**src/rtl/slot_alloc_12.sv**
```systemverilog
// Occupancy tracker for a 12-entry queue: grants the lowest free slot per cycle,
// releases any set of slots via a multi-hot mask, and keeps registered status.
module slot_alloc_12 #(
    parameter logic [11:0] INIT_BUSY = 12'h000
) (
    input  logic        clk,
    input  logic        rst_n,
    input  logic        flush,
    input  logic        alloc_valid,
    output logic        alloc_ready,
    output logic [3:0]  alloc_idx,
    input  logic [11:0] free_mask,
    output logic [11:0] busy,
    output logic [3:0]  free_cnt,
    output logic        full,
    output logic        empty,
    output logic        err_double_free
);

    // Lowest-index priority encoder; returns 0 when nothing is requested.
    function automatic logic [3:0] enc_12(input logic [11:0] req);
        logic [3:0] idx;
        idx = 4'd0;
        for (int i = 11; i >= 0; i--) begin
            if (req[i]) begin
                idx = 4'(i);
            end else begin
                idx = idx;
            end
        end
        return idx;
    endfunction

    function automatic logic [3:0] popcount12(input logic [11:0] v);
        logic [3:0] cnt;
        cnt = 4'd0;
        for (int i = 0; i < 12; i++) begin
            cnt = cnt + {3'd0, v[i]};
        end
        return cnt;
    endfunction

    localparam logic [3:0] INIT_FREE = 4'd12 - popcount12(INIT_BUSY);

    logic [11:0] busy_r;
    logic [3:0]  free_cnt_r;
    logic        full_r;
    logic        empty_r;
    logic        err_r;

    logic [11:0] busy_next_s;
    logic        err_next_s;
    logic [11:0] grant_s;
    logic [3:0]  idx_s;
    logic        fire_s;

    assign idx_s       = enc_12(~busy_r);
    assign alloc_idx   = idx_s;
    assign alloc_ready = !full_r && !flush;
    assign fire_s      = alloc_valid && alloc_ready;

    // One-hot grant vector for the slot being allocated this cycle.
    always_comb begin
        grant_s = 12'h000;
        for (int i = 0; i < 12; i++) begin
            if (fire_s && (idx_s == 4'(i))) begin
                grant_s[i] = 1'b1;
            end else begin
                grant_s[i] = 1'b0;
            end
        end
    end

    // Next occupancy and sticky error; the grant comes from a free slot, so
    // clearing before setting never loses an allocation.
    always_comb begin
        busy_next_s = busy_r;
        err_next_s  = err_r;
        if (flush) begin
            busy_next_s = 12'h000;
            err_next_s  = err_r;
        end else begin
            busy_next_s = (busy_r & ~free_mask) | grant_s;
            err_next_s  = err_r | (|(free_mask & ~busy_r));
        end
    end

    // State and status registers, status derived from next-state busy.
    always_ff @(posedge clk) begin
        if (!rst_n) begin
            busy_r     <= INIT_BUSY;
            free_cnt_r <= INIT_FREE;
            full_r     <= (INIT_BUSY == 12'hFFF);
            empty_r    <= (INIT_BUSY == 12'h000);
            err_r      <= 1'b0;
        end else begin
            busy_r     <= busy_next_s;
            free_cnt_r <= 4'd12 - popcount12(busy_next_s);
            full_r     <= (busy_next_s == 12'hFFF);
            empty_r    <= (busy_next_s == 12'h000);
            err_r      <= err_next_s;
        end
    end

    assign busy            = busy_r;
    assign free_cnt        = free_cnt_r;
    assign full            = full_r;
    assign empty           = empty_r;
    assign err_double_free = err_r;

endmodule

```
**config.mk**
```make
export PLATFORM = sky130hd
export DESIGN_NAME = slot_alloc_12
export DESIGN_NICKNAME = d
export VERILOG_FILES = /design/src/rtl/slot_alloc_12.sv
export SDC_FILE = /design/constraint.sdc
export NUM_CORES = 1
export LEC_CHECK = 0
export CORE_MARGIN = 10
export CORE_UTILIZATION = 35
export CTS_CLUSTER_DIAMETER = 150
export DETAILED_ROUTE_END_ITERATION = 12
export GPL_TIMING_DRIVEN = 1
export PLACE_DENSITY_LB_ADDON = 0.12
export SKIP_CTS_REPAIR_TIMING = 1
export SYNTH_ARGS = -nofsm -noshare
export SYNTH_HDL_FRONTEND = slang
export SYNTH_SLANG_ARGS = --single-unit
export TNS_END_PERCENT = 1
```
**constraint.sdc**
```tcl
create_clock -name clk -period 13.32 [get_ports clk]
set_clock_uncertainty 0.1 [all_clocks]
set_input_delay 2.664 -clock clk [delete_from_list [all_inputs] [get_ports clk]]
set_output_delay 2.664 -clock clk [all_outputs]
set_load 0.01 [all_outputs]
```
# ---- Word-level counts from Yosys, hierarchy flattened
# Cells that the tools add are included.
dict set report totals {
  in_bits 16
  word_cells 79
  output_inout_bits 24
  regBits 19
}
dict set report op_classes {
  bitwise 6
  reduce_logical 19
  n_mux 25
  eq_ne 12
  n_addsub 12
}
# cell n
set op_table {}
lappend op_table {{$mux W4} 12}
lappend op_table {{$add A4 B1 Y4} 8}
lappend op_table {{$and A12 B12 Y12} 2}
lappend op_table {{$not A12 Y12} 2}
lappend op_table {{$eq A4 B3 Y1 const B} 4}
lappend op_table {{$eq A4 B4 Y1 const B} 4}
lappend op_table {{$logic_and A1 B1 Y1} 14}
lappend op_table {{$eq A12 B12 Y1 const B} 1}
lappend op_table {{$logic_not A12 Y1} 1}
lappend op_table {{$mux W1} 12}
lappend op_table {{$mux W12} 1}
lappend op_table {{$or A12 B12 Y12} 1}
lappend op_table {{$reduce_or A12 Y1} 1}
lappend op_table {{$eq A4 B2 Y1 const B} 2}
lappend op_table {{$add A3 B1 Y4} 1}
lappend op_table {{$eq A4 B1 Y1 const B} 1}
lappend op_table {{$logic_not A4 Y1} 1}
lappend op_table {{$sub A4 B4 Y4 const A} 1}
lappend op_table {{$add A2 B1 Y3} 1}
lappend op_table {{$add A1 B1 Y2} 1}
lappend op_table {{$logic_not A1 Y1} 2}
lappend op_table {{$or A1 B1 Y1} 1}

# ---- Depth between registers and ports, before layout
# Gate-level depths: netlist of the first run.
dict set report logic_depth {
  word_depth 30
  depth_mapped 22
  mapped_depth_nobuf 21
}

# ---- Worst setup path before layout of the first run
# OpenSTA, ideal clock, no wires.
dict set report synth_timing {
  kind {input to register}
  startpoint {input flush}
  endpoint {register free_cnt_r[3] (netlist: free_cnt[3])}
  setup_ns 0.115
  n_path_buf 0
  stages 17
  t_arrival_ns 6.638
  required_time_ns 13.105
  slack_ns 6.467
  path_cell_list {or3b_4 -> or3_4 -> o32a_1 -> nor2_1 -> fa_1 -> ha_1 -> inv_1 -> fa_1 -> fa_1 -> inv_1 -> ha_1 -> inv_1 -> ha_1 -> inv_1 -> fa_1 -> xor2_1 -> nand2_1}
}
# item line
set synth_rtl {}
lappend synth_rtl {{start: declaration} 8} ;# input logic flush,
lappend synth_rtl {{$logic_not A1 Y1} 59} ;# assign alloc_ready = !full_r && !flush;
lappend synth_rtl {{$logic_and A1 B1 Y1} 59}
lappend synth_rtl {{$logic_and A1 B1 Y1} 60} ;# assign fire_s = alloc_valid && alloc_ready;
lappend synth_rtl {{$logic_and A1 B1 Y1} 66} ;# if (fire_s && (idx_s == 4'(i))) begin
lappend synth_rtl {{$mux W1} 66}
lappend synth_rtl {{$or A12 B12 Y12} 83} ;# busy_next_s = (busy_r & ~free_mask) | grant_s;
lappend synth_rtl {{$mux W12 (*)} 79} ;# if (flush) begin
lappend synth_rtl {{net busy_next_s[4]} 51} ;# logic [11:0] busy_next_s;
lappend synth_rtl {{$add A4 B1 Y4 (*) (8 in a row)} 38} ;# cnt = cnt + {3'd0, v[i]};
lappend synth_rtl {{$sub A4 B4 Y4 (*)} 98} ;# free_cnt_r <= 4'd12 - popcount12(busy_next_s);
lappend synth_rtl {{end signal: assignment} 98}
lappend synth_rtl {{end: declaration} 46} ;# logic [3:0] free_cnt_r;
# Mark *: on every way through the listed nets, which the timed path passes. The rest lies on a longest branch.
# A chain may end at the register's enable or synchronous reset.

# ---- Worst setup path after layout of the first run
dict set report layout_timing {
  startpoint {input flush}
  endpoint {register free_cnt_r[3] (netlist: free_cnt[3])}
}
dict set report layout_via {
  elab_chain_cells 19
}
# item line
set layout_lines {}
lappend layout_lines {{$logic_not A1 Y1} 59}
lappend layout_lines {{$logic_and A1 B1 Y1} 59}
lappend layout_lines {{$logic_and A1 B1 Y1} 60}
lappend layout_lines {{$logic_and A1 B1 Y1} 66}
lappend layout_lines {{$mux W1} 66}
lappend layout_lines {{$or A12 B12 Y12} 83}
lappend layout_lines {{$mux W12 (*)} 79}
lappend layout_lines {{$add A1 B1 Y2} 38}
lappend layout_lines {{$add A2 B1 Y3} 38}
lappend layout_lines {{$add A3 B1 Y4} 38}
lappend layout_lines {{$add A4 B1 Y4 (7 in a row)} 38}
lappend layout_lines {{$add A4 B1 Y4 (*)} 38}
lappend layout_lines {{$sub A4 B4 Y4 (*)} 98}
# Mark *: on every way between the ends. The rest lies on a longest branch, timed or not.

==> impl_metrics.toml, run 1 <==
[global_routing]
grt.total_usage = 0.124
grt_first_pass_wirelength_um = 7320
antenna_found_initial = 0
grt_pass1_vias = 1503
grt_max_degree = 24
grt-ovfl-total = 0

[die]
boundaryPins = 40
die_h_um = 83.7
dieArea_um2 = 7010
rows = 23
start_util = 0.358
core_um2 = 3970
die_w_um = 83.7

[sta]
clock.fmax_mhz = 126
setup_violations = 0
worst_slew_margin_rel = 0.509
worst_pin_slew_ns = 0.735
rsz0062_at_grt = "no"
setup_tns_ns = 0
fin_crit_ns = 7.92
hold_violations = 0
fin_crit_sh = 0.594
slew_violations = 0

[cells_and_area]
nNetsFinal = 242
n_antenna_cell = 0
area_delta_synth_final_pct = 33.6
fin_area_um2 = 1900
drive_gt1_frac = 0.0725

[setup_path]
crit_type = "in2reg"
critPathRequiredTime_ns = 13.36
cp_max_fo = 23
cp_data_arrival_time_ns = 7.96
critPathCaptureType = "flop"
crit_path_start_kind = "input port"

[drt]
vias = 1391
wl_um = 4370
drtPass1Iterations = 5
wire_per_inst_um = 17.0
postRouteAntennaNets = 0
drc = 0
viasPerCell = 5.41
drtIter0Drc = 137

[cts]
root_buffer = "clkbuf_8"
path_clk_slew_ns = 0.07
cts_buffer_depth = 2
clock-sinks = 19
cts_buffers = 3
cts_tree = "done"
htree_levels = 1
insertion_delay_ns = 0.25

[power]
peakVddDrop_mv = 0.0241
p_leak_nw = 0.762
power_density_nw_per_um2 = 59.1

[run_status]
status = "finished clean"

[synth]
ys_types = 44
ys_seq_elements = 19
yosys_warnings = 0
syn_area_um2 = 1420
seq_area_frac_synth = 0.268
synthCells = 168
syn_nets = 202
syn_avg_cell_area_um2 = 8.46

[hold_path]
hold_class = "reg2reg"

[placed_design]
place.gp.congestion = 0.870
postPlaceCellArea_um2 = 1850
numPortBuffers = 39
dp_hpwl_um = 3630

[flow_run]
maxCapViolCount = 0
-- report_power, final --
group	total, mW	internal (mW)	switching [mW]
Clock	0.0402	0.0213	0.0189
Combinational	0.0141	0.00764	0.00644
Sequential	0.0580	0.0575	0.000425
-- registers in the layout, indices dropped and copies added, names as in the netlist --
name	count
busy	12
empty	1
err_double_free	1
free_cnt	4
full	1
-- worst paths after layout --
kind	from	slack (ns)	end	depth (start not counted)
worst min-delay path	err_double_free	0.39	err_double_free	2
worst max register to register	busy[2]	8.25	free_cnt[3]	19
worst min register to register	err_double_free	0.39	err_double_free	2
worst max-delay path	flush	5.40	free_cnt[3]	20
-- per-stage QoR --
stage | total power [mW] | utilization | std cells | setup WS, ns | hold slack [ns]
finish | 0.112 | 0.478 | 257 | 5.40 | 0.389
global route | 0.118 | 0.478 | 257 | 5.04 | 0.425
CTS | 0.113 | 0.478 | 257 | 5.44 | 0.390
detailed placement | 0.0733 | 0.467 | 253 | 5.17 | 0.368
global placement | 0.0732 | 0.467 | 253 | 5.32 | 0.361
floorplan | 0.0647 | - | 168 | 6.47 | 0.405
-- synth_stat cells, drive strengths merged --
cell type | number | share of area
a211oi | 1 | 0.0053
a21o | 1 | 0.0053
a21oi | 2 | 0.0070
a221oi | 3 | 0.018
a311o | 1 | 0.0079
a31oi | 5 | 0.022
a32oi | 5 | 0.031
a41oi | 1 | 0.0062
and2 | 2 | 0.0088
and3 | 1 | 0.0044
and4 | 2 | 0.012
and4b | 1 | 0.0070
buf | 2 | 0.0088
clkbuf | 2 | 0.0053
dfxtp | 19 | 0.27
fa | 7 | 0.099
ha | 11 | 0.097
inv | 32 | 0.085
nand2 | 10 | 0.026
nand2b | 4 | 0.018
nand3 | 3 | 0.011
nand3b | 1 | 0.0053
nand4 | 2 | 0.0088
nor2 | 21 | 0.055
nor2b | 1 | 0.0044
nor3 | 4 | 0.014
nor3b | 1 | 0.0053
nor4 | 1 | 0.0044
nor4b | 1 | 0.011
o211ai | 1 | 0.0088
o21ai | 1 | 0.0035
o221a | 1 | 0.0079
o221ai | 1 | 0.0062
o22ai | 3 | 0.013
o31a | 1 | 0.0062
o32a | 4 | 0.037
o41ai | 1 | 0.011
or2 | 4 | 0.018
or3 | 1 | 0.0079
or3b | 1 | 0.0079
xnor2 | 1 | 0.0062
xor2 | 1 | 0.0062
-- cell type report --
type                    count  area, µm²
flip-flops and latches     19        380
fillers                   403       2070
repair buffers             39        390
well taps                  50       62.6
clock buffers               4       45.0
inverters                  32        120
multi-input cells         113        901
-- critical path, cell delays in order --
cell and delay [ns]:
clkdlybuf4s50_1 0.79, or3b_4 0.59, nor4b_2 0.42, a32oi_1 0.29, xnor2_1 0.25, nor2_1 0.07, ha_1 0.21, a211oi_1 0.22
ha_1 0.29, inv_1 0.07, fa_1 0.44, fa_1 0.54, inv_1 0.04, ha_1 0.27, inv_1 0.06, ha_1 0.14
inv_1 0.05, fa_1 0.37, xor2_1 0.13, nand2_1 0.06
-- layout by cell type, fill, tap and decap left out, types with 4 or more instances in the layout --
| cell type | netlist | layout |
|---|---|---|
| clkdlybuf4s50_1 | 0 | 39 |
| inv_1 | 32 | 32 |
| nor2_1 | 21 | 21 |
| dfxtp_1 | 19 | 19 |
| ha_1 | 11 | 11 |
| nand2_1 | 10 | 10 |
| fa_1 | 7 | 7 |
| a31oi_1 | 5 | 5 |
| a32oi_1 | 5 | 5 |
| nand2b_1 | 4 | 4 |
| or2_2 | 4 | 4 |
| nor3_1 | 4 | 4 |
-- routing by layer --
metal / vias up / GRT usage / wire length, µm
li1: 657 / - / -
met3: 10 / 0.0205 / 269
met1: 664 / 0.150 / 1890
met4: 0 / 0.0548 / 90
met5: - / 0 / 0
met2: 60 / 0.209 / 2130
-- logic make-up (layout without fill, tap and decap cells) --
group           Yosys count  in the layout  share of synthesized area
compound gates           32             32                      0.197
buf+inv                  36             75                     0.0986
simple gates             61             61                      0.229
xor+xnor                  2              2                     0.0123
fa+ha+maj                18             18                      0.195
flops                    19             19                      0.268
Power figures use the tool's default switching activity.
==> run 2, diff against run 1 <==
- clock period: 13.32 -> 7.2 ns (I/O delays scaled with it)
==> impl_metrics.toml, run 2 (synthesis results as in run 1) <==
[power]
power_density_nw_per_um2 = 109
p_leak_nw = 0.770
p_total_mw = 0.208
peakVddDrop_mv = 0.0413

[sta]
setup_tns_ns = 0
slew_violations = 0
rsz0062_at_grt = "no"
clock.fmax_mhz = 164
fin_crit_ns = 6.08
fin_crit_sh = 0.845
hold_violations = 0
setup_violations = 0
worst_slew_margin_rel = 0.669
worst_pin_slew_ns = 0.497

[setup_path]
critPathRequiredTime_ns = 7.24
cp_max_fo = 4
cp_cell_sequence = "clkdlybuf4s50_1, or3b_4, or3_4, o32a_1, nor2_1, fa_1, ha_1, inv_1, fa_1, fa_1, inv_1, ha_1, inv_1, ha_1, inv_1, fa_1, xor2_1, nand2_1"
crit_path_start_kind = "input port"
cp_data_arrival_time_ns = 6.12
cpLargestDelayFamily = "adder cells"
worst-path-buf-inv = 5
max_stage_delay_ns = 0.55
slowest_stage = "fa_1"
critPathCaptureType = "flop"
crit_type = "in2reg"

[cells_and_area]
final_cell_mix = "clkdlybuf4s50_1, inv_1, nor2_1"
final_cells = 258
n_antenna_cell = 0
largest_reg_flops = 12
mostFrequentLayoutCell = "clkdlybuf4s50_1"
num-fill-cells = 403
area_delta_synth_final_pct = 34.2
drive_gt1_frac = 0.0817
nNetsFinal = 243
fin_area_um2 = 1910

[cts]
root_buffer = "clkbuf_8"
cts_buffer_depth = 2
path_clk_slew_ns = 0.07
htree_levels = 1
clock-sinks = 19
cts_tree = "done"
insertion_delay_ns = 0.26
cts_buffers = 3

[placed_design]
postPlaceCellArea_um2 = 1860
dp_hpwl_um = 3470
placedCellCount = 254
numPortBuffers = 39
place.gp.congestion = 0.887

[drt]
wl_um = 4230
postRouteAntennaNets = 0
viasPerCell = 5.32
drtPass1Iterations = 4
drc = 0
drtIter0Drc = 124
vias = 1373
wire_per_inst_um = 16.4

[hold_path]
hold_class = "reg2reg"

[die]
start_util = 0.358
rows = 23
dieArea_um2 = 7010
core_um2 = 3970
die_h_um = 83.7
boundaryPins = 40
die_w_um = 83.7

[global_routing]
grt.total_usage = 0.119
grt_first_pass_wirelength_um = 7090
grt_pass1_vias = 1386
antenna_found_initial = 0
grt_max_degree = 23
grt-ovfl-total = 0

[run_status]
status = "finished clean"

[flow_run]
maxCapViolCount = 0
## run 2: area by class of cell
cell class	instances	area, µm²	area share
inverters	32	120	0.0630
multi-input cells	113	901	0.472
clock inverters	1	5.00	0.00262
flip-flops and latches	19	380	0.199
repair buffers	40	398	0.209
well taps	50	62.6	0.0328
clock buffers	3	41.3	0.0216
## run 2: per-stage QoR
stage | hold WS (ns) | setup slack, ns | utilization
2_1_floorplan | 0.405 | 1.57 | -
3_3_place_gp | 0.356 | 0.903 | 0.469
3_5_place_dp | 0.366 | 0.828 | 0.469
4_1_cts | 0.378 | 1.09 | 0.480
5_1_grt | 0.435 | 0.866 | 0.480
6_report | 0.370 | 1.12 | 0.480
## run 2: path summary, 6_finish.rpt
kind	startpoint	to	slack [ns]	cells after the start
max	flush	free_cnt[3]	1.12	18
min	err_double_free	err_double_free	0.37	2
max reg2reg	busy[3]	free_cnt[3]	2.18	17
min reg2reg	err_double_free	err_double_free	0.37	2
## run 2: worst reg2reg max path, cell delays in order (launching register included)
cell and delay (ns):
dfxtp_1 0.55, nand4_1 0.30, or3_4 0.50, o32a_1 0.32, nor2_1 0.27, fa_1 0.46, ha_1 0.20, inv_1 0.07
fa_1 0.44, fa_1 0.55, inv_1 0.04, ha_1 0.27, inv_1 0.06, ha_1 0.14, inv_1 0.05, fa_1 0.37
xor2_1 0.14, nand2_1 0.06
## run 2: metal layers
metal,share of wire,global-route usage
met5,0,0
met4,0.017,0.0411
met3,0.045,0.0215
met2,0.48,0.199
met1,0.46,0.148
## run 2: where the power goes
| group | internal (mW) | switching (mW) |
|---|---|---|
| Sequential | 0.106 | 0.000760 |
| Combinational | 0.0145 | 0.0120 |
| Clock | 0.0385 | 0.0358 |
| Total | 0.159 | 0.0486 |
